## src/rtl/vga_timing_gen_pkg.sv

```systemverilog
// Shared timing constants, coordinate type and window helper for the VGA raster generator.
// Default values describe 640x480 @ 60 Hz with a 25 MHz pixel clock.
package vga_timing_pkg;

    localparam int COORD_W        = 10;

    localparam int H_VISIBLE_DEF  = 640;
    localparam int H_FRONT_DEF    = 16;
    localparam int H_SYNC_DEF     = 96;
    localparam int H_BACK_DEF     = 48;
    localparam int V_VISIBLE_DEF  = 480;
    localparam int V_FRONT_DEF    = 10;
    localparam int V_SYNC_DEF     = 2;
    localparam int V_BACK_DEF     = 33;
    localparam int PIPE_DELAY_DEF = 2;

    localparam int H_TOTAL_DEF  = H_VISIBLE_DEF + H_FRONT_DEF + H_SYNC_DEF + H_BACK_DEF;
    localparam int V_TOTAL_DEF  = V_VISIBLE_DEF + V_FRONT_DEF + V_SYNC_DEF + V_BACK_DEF;
    localparam int HS_START_DEF = H_VISIBLE_DEF + H_FRONT_DEF;
    localparam int HS_END_DEF   = HS_START_DEF + H_SYNC_DEF;
    localparam int VS_START_DEF = V_VISIBLE_DEF + V_FRONT_DEF;
    localparam int VS_END_DEF   = VS_START_DEF + V_SYNC_DEF;

    typedef logic [COORD_W-1:0] coord_t;

    // Compared in int so a window ending exactly at 1024 does not wrap.
    function automatic logic in_window(coord_t c, int lo, int hi);
        return (int'(c) >= lo) && (int'(c) < hi);
    endfunction

endpackage

```

## src/rtl/vga_timing_gen_if.sv

```systemverilog
// Raster coordinate and sync stream from the timing generator to the drawers and colour mux.
interface vga_timing_if;
    import vga_timing_pkg::*;

    coord_t DrawX;
    coord_t DrawY;
    logic   blank;
    logic   hs;
    logic   vs;
    logic   blank_d;
    logic   hs_d;
    logic   vs_d;
    logic   line_start;
    logic   frame_start;

    modport master (
        output DrawX, DrawY, blank, hs, vs, blank_d, hs_d, vs_d, line_start, frame_start
    );

    modport slave (
        input DrawX, DrawY, blank, hs, vs, blank_d, hs_d, vs_d, line_start, frame_start
    );

endinterface

```

## src/rtl/vga_timing_gen_sync_delay_line.sv

```systemverilog
// Fixed-depth shift register; a synchronous reset loads every stage with RESET_VAL at once.
// DEPTH of 0 passes the input straight through.
module sync_delay_line #(
    parameter int               WIDTH     = 1,
    parameter int               DEPTH     = 1,
    parameter logic [WIDTH-1:0] RESET_VAL = '0
) (
    input  logic             vga_clk,
    input  logic             reset,
    input  logic [WIDTH-1:0] din,
    output logic [WIDTH-1:0] dout
);

    localparam int NSTAGE = (DEPTH == 0) ? 1 : DEPTH;

    logic [WIDTH-1:0] stage [NSTAGE];

    always_ff @(posedge vga_clk) begin
        if (reset) begin
            for (int i = 0; i < NSTAGE; i++) begin
                stage[i] <= RESET_VAL;
            end
        end else begin
            stage[0] <= din;
            for (int i = 1; i < NSTAGE; i++) begin
                stage[i] <= stage[i-1];
            end
        end
    end

    assign dout = (DEPTH == 0) ? din : stage[NSTAGE-1];

endmodule

```

## src/rtl/vga_timing_gen.sv

```systemverilog
// VGA raster timing: H/V counters, registered blank/sync derived from next-state counts,
// and a delayed sync copy that lines up with the drawers' registered colour output.
module vga_timing_gen
    import vga_timing_pkg::*;
#(
    parameter int H_VISIBLE  = H_VISIBLE_DEF,
    parameter int H_FRONT    = H_FRONT_DEF,
    parameter int H_SYNC     = H_SYNC_DEF,
    parameter int H_BACK     = H_BACK_DEF,
    parameter int V_VISIBLE  = V_VISIBLE_DEF,
    parameter int V_FRONT    = V_FRONT_DEF,
    parameter int V_SYNC     = V_SYNC_DEF,
    parameter int V_BACK     = V_BACK_DEF,
    parameter int PIPE_DELAY = PIPE_DELAY_DEF
) (
    input  logic          vga_clk,
    input  logic          reset,
    vga_timing_if.master  vid
);

    localparam int H_TOTAL  = H_VISIBLE + H_FRONT + H_SYNC + H_BACK;
    localparam int V_TOTAL  = V_VISIBLE + V_FRONT + V_SYNC + V_BACK;
    localparam int HS_START = H_VISIBLE + H_FRONT;
    localparam int HS_END   = HS_START + H_SYNC;
    localparam int VS_START = V_VISIBLE + V_FRONT;
    localparam int VS_END   = VS_START + V_SYNC;

    localparam coord_t H_LAST = coord_t'(H_TOTAL - 1);
    localparam coord_t V_LAST = coord_t'(V_TOTAL - 1);

    if (H_TOTAL > 1024 || V_TOTAL > 1024) begin : g_bad_total
        $error("vga_timing_gen: line or frame total exceeds the 10-bit counter range");
    end

    if (PIPE_DELAY < 0 || PIPE_DELAY > 7) begin : g_bad_delay
        $error("vga_timing_gen: PIPE_DELAY must be within 0..7");
    end

    coord_t h_cnt;
    coord_t v_cnt;
    coord_t h_nxt;
    coord_t v_nxt;
    logic   h_wrap;
    logic   blank_r;
    logic   hs_r;
    logic   vs_r;
    logic   line_start_r;
    logic   frame_start_r;
    logic [2:0] sync_d;

    always_comb begin
        h_wrap = (h_cnt == H_LAST);
        h_nxt  = h_wrap ? '0 : h_cnt + coord_t'(1);
        v_nxt  = v_cnt;
        if (h_wrap) begin
            v_nxt = (v_cnt == V_LAST) ? '0 : v_cnt + coord_t'(1);
        end
    end

    // Flags are computed from the next counts so they describe the same cycle as DrawX/DrawY.
    always_ff @(posedge vga_clk) begin
        if (reset) begin
            h_cnt         <= '0;
            v_cnt         <= '0;
            blank_r       <= 1'b1;
            hs_r          <= 1'b1;
            vs_r          <= 1'b1;
            line_start_r  <= 1'b0;
            frame_start_r <= 1'b0;
        end else begin
            h_cnt         <= h_nxt;
            v_cnt         <= v_nxt;
            blank_r       <= in_window(h_nxt, 0, H_VISIBLE) && in_window(v_nxt, 0, V_VISIBLE);
            hs_r          <= !in_window(h_nxt, HS_START, HS_END);
            vs_r          <= !in_window(v_nxt, VS_START, VS_END);
            line_start_r  <= (h_nxt == '0);
            frame_start_r <= (h_nxt == '0) && (v_nxt == '0);
        end
    end

    sync_delay_line #(
        .WIDTH     (3),
        .DEPTH     (PIPE_DELAY),
        .RESET_VAL (3'b011)
    ) u_sync_delay (
        .vga_clk (vga_clk),
        .reset   (reset),
        .din     ({blank_r, hs_r, vs_r}),
        .dout    (sync_d)
    );

    assign vid.DrawX       = h_cnt;
    assign vid.DrawY       = v_cnt;
    assign vid.blank       = blank_r;
    assign vid.hs          = hs_r;
    assign vid.vs          = vs_r;
    assign vid.line_start  = line_start_r;
    assign vid.frame_start = frame_start_r;
    assign vid.blank_d     = sync_d[2];
    assign vid.hs_d        = sync_d[1];
    assign vid.vs_d        = sync_d[0];

endmodule

```

## src/flat_wrapper.sv

```systemverilog
// flat-port wrapper written by rule: the top's interface ports become plain ports
module vga_timing_gen_flat import vga_timing_pkg::*;
#(
    parameter int H_VISIBLE  = H_VISIBLE_DEF,
    parameter int H_FRONT    = H_FRONT_DEF,
    parameter int H_SYNC     = H_SYNC_DEF,
    parameter int H_BACK     = H_BACK_DEF,
    parameter int V_VISIBLE  = V_VISIBLE_DEF,
    parameter int V_FRONT    = V_FRONT_DEF,
    parameter int V_SYNC     = V_SYNC_DEF,
    parameter int V_BACK     = V_BACK_DEF,
    parameter int PIPE_DELAY = PIPE_DELAY_DEF
)
  (vga_clk, reset, vid_DrawX, vid_DrawY, vid_blank, vid_hs, vid_vs, vid_blank_d, vid_hs_d, vid_vs_d, vid_line_start, vid_frame_start);
  vga_timing_if vid_i ();
  input  logic vga_clk;
  input  logic reset;
  output wire logic [$bits(vid_i.DrawX)-1:0] vid_DrawX;
  output wire logic [$bits(vid_i.DrawY)-1:0] vid_DrawY;
  output wire logic [$bits(vid_i.blank)-1:0] vid_blank;
  output wire logic [$bits(vid_i.hs)-1:0] vid_hs;
  output wire logic [$bits(vid_i.vs)-1:0] vid_vs;
  output wire logic [$bits(vid_i.blank_d)-1:0] vid_blank_d;
  output wire logic [$bits(vid_i.hs_d)-1:0] vid_hs_d;
  output wire logic [$bits(vid_i.vs_d)-1:0] vid_vs_d;
  output wire logic [$bits(vid_i.line_start)-1:0] vid_line_start;
  output wire logic [$bits(vid_i.frame_start)-1:0] vid_frame_start;
  assign vid_DrawX = vid_i.DrawX;
  assign vid_DrawY = vid_i.DrawY;
  assign vid_blank = vid_i.blank;
  assign vid_hs = vid_i.hs;
  assign vid_vs = vid_i.vs;
  assign vid_blank_d = vid_i.blank_d;
  assign vid_hs_d = vid_i.hs_d;
  assign vid_vs_d = vid_i.vs_d;
  assign vid_line_start = vid_i.line_start;
  assign vid_frame_start = vid_i.frame_start;
  vga_timing_gen #(.H_VISIBLE(H_VISIBLE), .H_FRONT(H_FRONT), .H_SYNC(H_SYNC), .H_BACK(H_BACK), .V_VISIBLE(V_VISIBLE), .V_FRONT(V_FRONT), .V_SYNC(V_SYNC), .V_BACK(V_BACK), .PIPE_DELAY(PIPE_DELAY)) u_core (.vga_clk(vga_clk), .reset(reset), .vid(vid_i));
endmodule
```

## config.mk

```make
export PLATFORM = sky130hd
export DESIGN_NAME = vga_timing_gen_flat
export DESIGN_NICKNAME = d
export VERILOG_FILES = /design/src/rtl/vga_timing_gen_pkg.sv /design/src/rtl/vga_timing_gen_if.sv /design/src/rtl/vga_timing_gen_sync_delay_line.sv /design/src/rtl/vga_timing_gen.sv /design/src/flat_wrapper.sv
export SDC_FILE = /design/constraint.sdc
export NUM_CORES = 1
export LEC_CHECK = 0
export ABC_AREA = 1
export CAP_MARGIN = 10
export CORE_MARGIN = 4
export CORE_UTILIZATION = 45
export CTS_BUF_LIST = sky130_fd_sc_hd__clkbuf_8
export DETAILED_ROUTE_END_ITERATION = 10
export PLACE_DENSITY = 0.7
export RECOVER_POWER = 50
export SLEW_MARGIN = 25
export SYNTH_ARGS = -nofsm -noshare
export SYNTH_HDL_FRONTEND = slang
export SYNTH_SLANG_ARGS = --single-unit
```

## constraint.sdc

```tcl
create_clock -name vga_clk -period 5.1 [get_ports vga_clk]
set_clock_uncertainty 0.1 [all_clocks]
set_input_delay 0.51 -clock vga_clk [delete_from_list [all_inputs] [get_ports vga_clk]]
set_output_delay 0.51 -clock vga_clk [all_outputs]
set_load 0.05 [all_outputs]
```

* Word-level counts from Yosys, hierarchy flattened
Memory sizes are Yosys's and may differ from the RTL's.
Cells that the tools add are included.
** Cells by class
- Add/subtract/negate cells :: 2
- Equality and inequality tests :: 2
- Reductions and logical operators :: 8
- Bitwise logic cells :: 2
- Order comparisons :: 6
- Muxes and demuxes :: 8
** Operator list (number)
- 10-bit 2-to-1 mux :: 3
- 10-bit by 1-bit adder with 10-bit output, second input constant :: 2
- 10-bit equality test, second input constant :: 2
- 10-bit zero test :: 2
- 10-bit < comparator, second input constant :: 2
- 10-bit by 9-bit < comparator with 1-bit output, second input constant :: 2
- 10-bit greater-or-equal comparator, second input constant :: 1
- 10-bit by 9-bit greater-or-equal comparator with 1-bit output, second input constant :: 1
- 3-bit 2-to-1 mux :: 2
- 1-bit logical AND :: 4
- 1-bit 2-to-1 mux :: 3
- 1-bit zero test :: 2
- 1-bit bitwise OR :: 2
** Storage, ports and cells
- Word-level logic and storage cells :: 36
- Input bits :: 2
- Memory bits (writable) :: 6
- Memories :: 1
- Bits in registers :: 25
- Output and inout bits :: 28
** Memory list
- u_core.u_sync_delay.stage :: depth 2, bits a word 3, rd ports 2, clocked after memory_dff 0, wr ports 2, line vga_timing_gen_sync_delay_line.sv:16 : logic [WIDTH-1:0] stage [NSTAGE];

* Depth between registers and ports, before layout
Gate-level depths: netlist (run 1).
- Word-level depth :: 6
- Mapped depth :: 13
- Depth with buffers taken out :: 13

* By module
Synthesis (run 1) repeated with hierarchy kept, for this count alone.
** Unflattened totals
- Cell total of the unflattened synthesis :: 287
- Area, all modules :: 1770.4 sq um
** Modules (own cells, without submodules)
- vga_timing_gen :: area an instance 1579.0 sq um, seq. area each 500.5 sq um, cells each 265, times used 1
- sync_delay_line :: area an instance 191.4 sq um, seq. area each 120.1 sq um, cells each 22, times used 1

* Worst setup path after synthesis (run 1)
OpenSTA, ideal clock, no wires.
- Path kind :: flip-flop to flip-flop
- From :: register u_core.h_cnt[0], in the netlist u_core.vid.DrawX[0]
- To :: register u_core.vs_r, in the netlist u_core.vid.vs
- Setup time :: 0.126 ns
- Setup slack :: 3.006 ns
- Buffers on the path :: 0
- Period minus slack after synthesis :: 2.094 ns
- Data required time :: 4.874 ns
- Cell stages (with the launch flop) :: 13
- Data arrival time :: 1.868 ns
- Cells stage by stage :: dfxtp_1 ha_1 nand2_2 inv_2 nand2_4 nor2_4 nand2_2 nand2_1 nand2_2 nor2_1 inv_1 nor2_2 nand4_1
** On the way
- Word-level cells in the longest chain between the ends :: 5
- Elaborated cells between the ends (all ways) :: 6
- Those cells by class :: 2 x order compare; 1 x eq/ne; 1 x mux; 2 x reduce/logical
** Ends and longest elaborated chain
- start, declared :: line vga_timing_gen.sv:39 : coord_t h_cnt;
- start signal, assigned :: line vga_timing_gen.sv:71 : h_cnt <= h_nxt;
- 10-bit equality test (*) :: line vga_timing_gen.sv:52 : h_wrap = (h_cnt == H_LAST);
- 10-bit 2-to-1 mux (*) :: line vga_timing_gen.sv:55 : if (h_wrap) begin
- 10-bit by 9-bit greater-or-equal comparator with 1-bit output or 10-bit by 9-bit < comparator with 1-bit output (tied branches) :: line vga_timing_gen_pkg.sv:28 : return (int'(c) >= lo) && (int'(c) < hi);
- 1-bit logical AND (*) :: line vga_timing_gen_pkg.sv:28
- 1-bit zero test (*) :: line vga_timing_gen.sv:75 : vs_r <= !in_window(v_nxt, VS_START, VS_END);
- end signal, assigned :: line vga_timing_gen.sv:75
- end, declared :: line vga_timing_gen.sv:46 : logic vs_r;
Every way passes the cells marked *; elsewhere a longest branch is shown, timed or not.
A chain may end at the register's enable or synchronous reset.

==> results of run 1 <==
flip-flops by register name, summed over array words and instances, names as in the netlist:
| register | cells |
|---|---|
| u_core.vid.DrawX | 10 |
| u_core.vid.vs | 1 |
| u_core.vid.DrawY | 10 |
| u_core.vid.hs | 1 |
| u_core.vid.blank | 1 |
| u_core.vid.line_start | 1 |
| u_core.u_sync_delay.stage | 6 |
| u_core.vid.frame_start | 1 |
stage by stage:
| stage | utilization, % | cells |
|---|---|---|
| final | 58.34 | 335 |
| after global routing | 58.34 | 335 |
| after CTS | 58.65 | 335 |
| after detailed placement | 56.32 | 327 |
| after global placement | 56.32 | 327 |
| after floorplan | - | 252 |
worst reg2reg max path: cells and delay by family, from the launching register on:
family                   cells  cell delay [ns]
flip-flops                   1             0.39
adder cells (fa/ha/maj)      1             0.21
AND/OR/NAND/NOR             10             1.13
logic make-up after synthesis:
group           after synthesis  synth area share (%)
buf+inv                      42                 9.482
flops                        31                 36.18
compound gates                8                 2.625
simple gates                167                 49.02
fa+ha+maj                     3                 2.188
xor+xnor                      1                0.5107
layout make-up:
class / instances / area share [%]
multi-input combinational: 179 / 43.29
sequential: 31 / 29.06
timing repair buffer: 30 / 13.77
inverter: 39 / 7.088
clock buffer: 5 / 3.222
tap: 48 / 2.812
clock inverter: 3 / 0.7616
worst max path at each step:
| stage | cells after the start | start | end |
|---|---|---|---|
| after floorplan | 12 | u_core.vid.DrawX[0]$_SDFF_PP0_ | u_core.vid.vs$_SDFF_PP1_ |
| after global placement | 9 | reset | u_core.vid.frame_start$_SDFF_PP0_ |
| after detailed placement | 9 | reset | u_core.vid.frame_start$_SDFF_PP0_ |
| after CTS | 1 | u_core.vid.DrawY[6]$_SDFF_PP0_ | vid_DrawY[6] |
| after global routing | 9 | reset | u_core.vid.frame_start$_SDFF_PP0_ |
| final | 9 | reset | u_core.vid.frame_start$_SDFF_PP0_ |
cells in the final DEF (no fill, tap or decap), drive strengths merged:
cell and n:
a21oi 2, and2 1, clkbuf 6, clkdlybuf4s50 26, clkinv 2, clkinvlp 1
dfxtp 31, dlygate4sd3 3, ha 3, inv 39, nand2 77, nand3 23
nand4 8, nor2 50, nor3 4, o21ai 4, o21bai 2, or2 4
xnor2 1
where the power goes:
part | total (W) | switching (W) | internal (W)
Combinational | 0.0000218 | 0.0000155 | 0.00000635
Clock | 0.000183 | 0.0000901 | 0.0000931
Sequential | 0.000247 | 0.00000245 | 0.000245
Yosys cell counts:
cell type and instances:
sky130_fd_sc_hd__clkbuf_1 3, sky130_fd_sc_hd__and2_1 1, sky130_fd_sc_hd__nor3_1 4, sky130_fd_sc_hd__nand3_1 17, sky130_fd_sc_hd__nor2_1 35, sky130_fd_sc_hd__inv_2 2
sky130_fd_sc_hd__clkinv_4 1, sky130_fd_sc_hd__o21bai_1 2, sky130_fd_sc_hd__o21ai_1 1, sky130_fd_sc_hd__nor2_2 10, sky130_fd_sc_hd__or2_2 4, sky130_fd_sc_hd__nand2_1 62
sky130_fd_sc_hd__nand3_2 5, sky130_fd_sc_hd__nand3_4 1, sky130_fd_sc_hd__nand2_2 13, sky130_fd_sc_hd__a21oi_1 2, sky130_fd_sc_hd__nand2_4 2, sky130_fd_sc_hd__ha_1 3
sky130_fd_sc_hd__nand4_1 8, sky130_fd_sc_hd__xnor2_1 1, sky130_fd_sc_hd__inv_1 36, sky130_fd_sc_hd__nor2_4 5, sky130_fd_sc_hd__dfxtp_1 31, sky130_fd_sc_hd__o21ai_0 3
per-layer routing:
metal	share of wire, %	vias to the layer above	track usage, %
met3	5.0	10	4.638
met5	0	-	0
met2	48	44	28.92
li1	-	848	-
met1	44	722	21.78
met4	2.1	0	6.809
==> results.toml, run 1 <==
[run_status]
status = "complete, no violations"

[floorplan]
initial_utilization_pct = 46.86
floorplan.io_pins = 30
die-area_um2 = 4864
die_w_um = 69.74
floorplan.die.height_um = 69.74
floorplan.core_area_um2 = 3661
fp-row-count = 22

[clock_network]
clock_latency_on_the_worst_skew_pair_ns = 0.28
tritoncts.num_buffers = 5
cts.reportedPaths.clkPinSlew_ns = 0.07
clock_tree.root_cell = "sky130_fd_sc_hd__clkbuf_8"
tritoncts_clock_tree = "built"
clk_path_buf_depth = 2
cts_hold_buffers = 0
cts-htree-levels = 2
post_cts_resize_count = 0
cts_num_sinks = 31
post_cts_buffers = 0

[global_route]
number_of_global_route_vias_before_repair = 1543
grt_overflow = 0
grt_max_degree = 27
initial_antenna_violation_count = 0
wire_length_of_the_first_global_routing_pass_mm = 6.934
grtUsageTotal_pct = 17.55

[timing]
final.setup.tns_ns = 0
tightestPinTransition_ns = 1.123
grt_setup_unrepaired = "no"
final_max_slew_viol_count = 0
layout_setup_ws_ns = 2.793
final_hold_viol_count = 0
period_share_pct = 45.23
hold_slack_ns = 0.3068
timing.max_slew.rel_slack_pct = 25.10
maxClockFrequency_ghz = 0.4335
final-setup-viol-count = 0
finalWorstPathRequiredPeriod_ns = 2.307

[layout]
multi_input_logic_area_um2 = 924.6
share_of_post_route_cells_with_drive_strength_above_1_pct = 17.07
regArea_um2 = 620.6
area_growth_syn_to_layout_pct = 24.51
stdcell_area_um2 = 2136
diodes_inserted = 0
num-nets-final = 291
fillCellCount = 373

[critical_path]
reg2reg_depth = 11
setup.reg_to_reg.worst_slack_ns = 3.23
crit_path_cell_trace = "dlygate4sd3_1 -> clkbuf_1 -> nor2_1 -> nand3_1 -> nor2_1 -> nand2_1 -> nor2_1 -> nand3_2 -> nor2_2"
crit_family = "buffers and inverters"
cp_max_fo = 26
timing.critical_path.to_type = "flop"
cp_slowest_stage_delay_ns = 0.82
critPathArrivalTime_ns = 2.39
cp_data_required_time_ns = 5.18
timing.rr.end = "u_core.vid.frame_start$_SDFF_PP0_"
reg2reg_from = "u_core.vid.DrawX[0]$_SDFF_PP0_"
setup.worst_path.start_class = "input port"
cp_slowest_cell = "sky130_fd_sc_hd__clkbuf_1"
timing.critical_path.mode_cell = "sky130_fd_sc_hd__nor2_1"
critPathBufInv = 2
path_class = "input port to flop"

[placement]
placement.io_buffers = 29
detailed_place.area_um2 = 2062
post-dp-hpwl_mm = 2.943
place.gp.congestion = 0.9034
detailedPlace.worstSlack_ns = 3.132

[yosys]
syn-num-nets = 257
synthesis.area_um2 = 1715
yosysWarningCount = 0
post-synth-top-area-fraction_pct = 36.18
cell_accounting_for_the_most_synthesized_area = "sky130_fd_sc_hd__dfxtp_1"
synth_top_cells_by_area = "sky130_fd_sc_hd__dfxtp_1, sky130_fd_sc_hd__nand2_1, sky130_fd_sc_hd__inv_1"
seq_cells_post_synth = 31
ys_seq_area_share_pct = 36.18
syn-instance-count = 252
post_synth_num_cell_types = 24
avgSynthCellArea_um2 = 6.807

[worst_hold_path]
hp-start = "u_core.u_sync_delay.stage[0][0]$_SDFF_PP1_"
hp-class = "flop to flop"
hold_depth = 1
hold_path_end = "u_core.u_sync_delay.stage[0][3]$_SDFF_PP1_"

[power]
pwr_density_cell_nw_per_um2 = 211.8
leakage_nw = 1.026
peakVddDrop_mv = 0.1769
report.power.total_w = 0.0004524

[run]
maxCapViolCount = 0

[drt]
aggregate_routed_wire_length_mm = 3.837
post_drt_via_cell_ratio = 4.848
first_pass_drt_iterations = 4
drc = 0
drtAntennaViolNets = 0
avgRoutedWirePerCell_um = 11.45
initialDrtViolationCount = 183
num_vias = 1624
(Power assumes the default switching activity.)
==> run 2: changes to the inputs <==
- PLACE_DENSITY: 0.7 -> 0.72
- clock period: 5.1 -> 2.1 ns (I/O delays scaled with it)
==> run 2 against run 1 <==
  * Count of clock-buffer cells in the layout unchanged
  * Largest power group unchanged
  * Clock power up 150%
  * Total power up 140%
  * Combinational power up 140%
  * Cell count up 0.30%
  * Worst hold slack about the same
  * First-iteration DRC count down 9.8%
  * Core utilization up 0.10 points
  * Wire length down 0.65%
  * Final area up 0.18%
  * Flip-flop and latch count unchanged
  * Register-to-register slack worse by 3.0 ns
==> results.toml, run 2 (synthesis gave the netlist of run 1 again) <==
[run_status]
status = "complete, no violations"

[floorplan]
die-area_um2 = 4864
initial_utilization_pct = 46.86
floorplan.io_pins = 30
die_w_um = 69.74
floorplan.core_area_um2 = 3661
fp-row-count = 22
floorplan.die.height_um = 69.74

[critical_path]
crit_path_cell_trace = "clkdlybuf4s50_1"
cp_max_fo = 8
critPathLaunch = "u_core.vid.DrawY[7]$_SDFF_PP0_"
cp_data_required_time_ns = 1.79
reg2reg_from = "u_core.vid.DrawX[0]$_SDFF_PP0_"
timing.critical_path.to_type = "output port"
critPathBufInv = 1
cp_slowest_stage_delay_ns = 0.86
path_class = "flop to output port"
cp_slowest_cell = "sky130_fd_sc_hd__clkdlybuf4s50_1"
crit_family = "buffers and inverters"
critPathArrivalTime_ns = 1.65
setup.worst_path.start_class = "flop"

[timing]
maxClockFrequency_ghz = 0.5108
finalWorstPathRequiredPeriod_ns = 1.958
final-setup-viol-count = 0
final_hold_viol_count = 0
grt_setup_unrepaired = "no"
final.setup.tns_ns = 0
timing.max_slew.rel_slack_pct = 60.99
tightestPinTransition_ns = 0.5851
final_max_slew_viol_count = 0
period_share_pct = 93.22

[power]
leakage_nw = 1.025
peakVddDrop_mv = 0.4559
pwr_density_cell_nw_per_um2 = 516.4

[layout]
fillCellCount = 361
diodes_inserted = 0
area_growth_syn_to_layout_pct = 24.73
regArea_um2 = 620.6
num-nets-final = 292
multi_input_logic_area_um2 = 924.6
layout.cells.most_common_list = "sky130_fd_sc_hd__nand2_1, sky130_fd_sc_hd__inv_1, sky130_fd_sc_hd__nor2_1"
share_of_post_route_cells_with_drive_strength_above_1_pct = 16.67
layout.cells.most_common = "sky130_fd_sc_hd__nand2_1"
final_core_utilization_pct = 58.44

[clock_network]
cts_num_sinks = 31
clock_latency_on_the_worst_skew_pair_ns = 0.29
cts_hold_buffers = 0
tritoncts_clock_tree = "built"
tritoncts.num_buffers = 5
post_cts_resize_count = 0
clock_tree.root_cell = "sky130_fd_sc_hd__clkbuf_8"
cts.reportedPaths.clkPinSlew_ns = 0.06
cts-htree-levels = 2
post_cts_buffers = 0
clk_path_buf_depth = 2

[global_route]
grt_max_degree = 16
grt_overflow = 0
initial_antenna_violation_count = 0
wire_length_of_the_first_global_routing_pass_mm = 6.582
number_of_global_route_vias_before_repair = 1379
grtUsageTotal_pct = 16.99

[drt]
initialDrtViolationCount = 165
aggregate_routed_wire_length_mm = 3.812
drc = 0
avgRoutedWirePerCell_um = 11.35
num_vias = 1591
drtAntennaViolNets = 0
post_drt_via_cell_ratio = 4.735
first_pass_drt_iterations = 4

[placement]
post-dp-hpwl_mm = 2.928
placement.io_buffers = 29
place.gp.congestion = 0.9284

[worst_hold_path]
hp-start = "u_core.u_sync_delay.stage[0][2]$_SDFF_PP0_"
hp-class = "flop to flop"

[run]
maxCapViolCount = 0
[run 2: tightest hold or removal path: cells and delay by family (launching register included)]
family        cells  cell delay (ns)
buf+inv           1             0.04
flops             1             0.30
simple gates      1             0.03
[run 2: layout make-up]
type / instances / share of cell area, %
Clock inverter: 3 / 0.7602
Tap cell: 48 / 2.807
Inverter: 39 / 7.076
Multi-Input combinational cell: 179 / 43.22
Clock buffer: 5 / 3.216
Timing Repair Buffer: 31 / 13.92
Sequential cell: 31 / 29.01
[run 2: path summary, 6_finish.rpt]
check | to | slack, ns | depth (start not counted)
setup / recovery | vid_DrawY[7] | 0.14 | 1
hold / removal | u_core.u_sync_delay.stage[0][5]$_SDFF_PP0_ | 0.31 | 2
setup reg to reg | u_core.vid.blank$_SDFF_PP1_ | 0.21 | 12
hold reg to reg | u_core.u_sync_delay.stage[0][5]$_SDFF_PP0_ | 0.31 | 2
[run 2: report_power, final]
group	switching, W	internal (W)	total (W)
Combinational	0.0000370	0.0000156	0.0000526
Sequential	0.00000641	0.000595	0.000601
Clock	0.000225	0.000226	0.000451
[run 2: routing by layer]
layer  global-route usage [%]  vias to the layer above  wire [µm]
li1                         -                      845          -
met1                    24.03                      692       1954
met2                    23.62                       48       1597
met3                    5.362                        6        194
met4                    7.021                        0         65
met5                        0                        -          0
[run 2: through the flow]
stage | worst slack (ns) | power (W) | hold slack [ns] | instances | area, µm²
after detailed placement | 0.2191 | 0.0006699 | 0.2951 | 328 | 2069
final | 0.1425 | 0.001105 | 0.3072 | 336 | 2140
after global routing | 0.009634 | 0.001153 | 0.3298 | 336 | 2140
after CTS | 0.1505 | 0.001118 | 0.3113 | 336 | 2155
after floorplan | 0.005912 | 0.0006498 | 0.2883 | 252 | 1715
after global placement | 0.1973 | 0.0006698 | 0.2923 | 328 | 2069
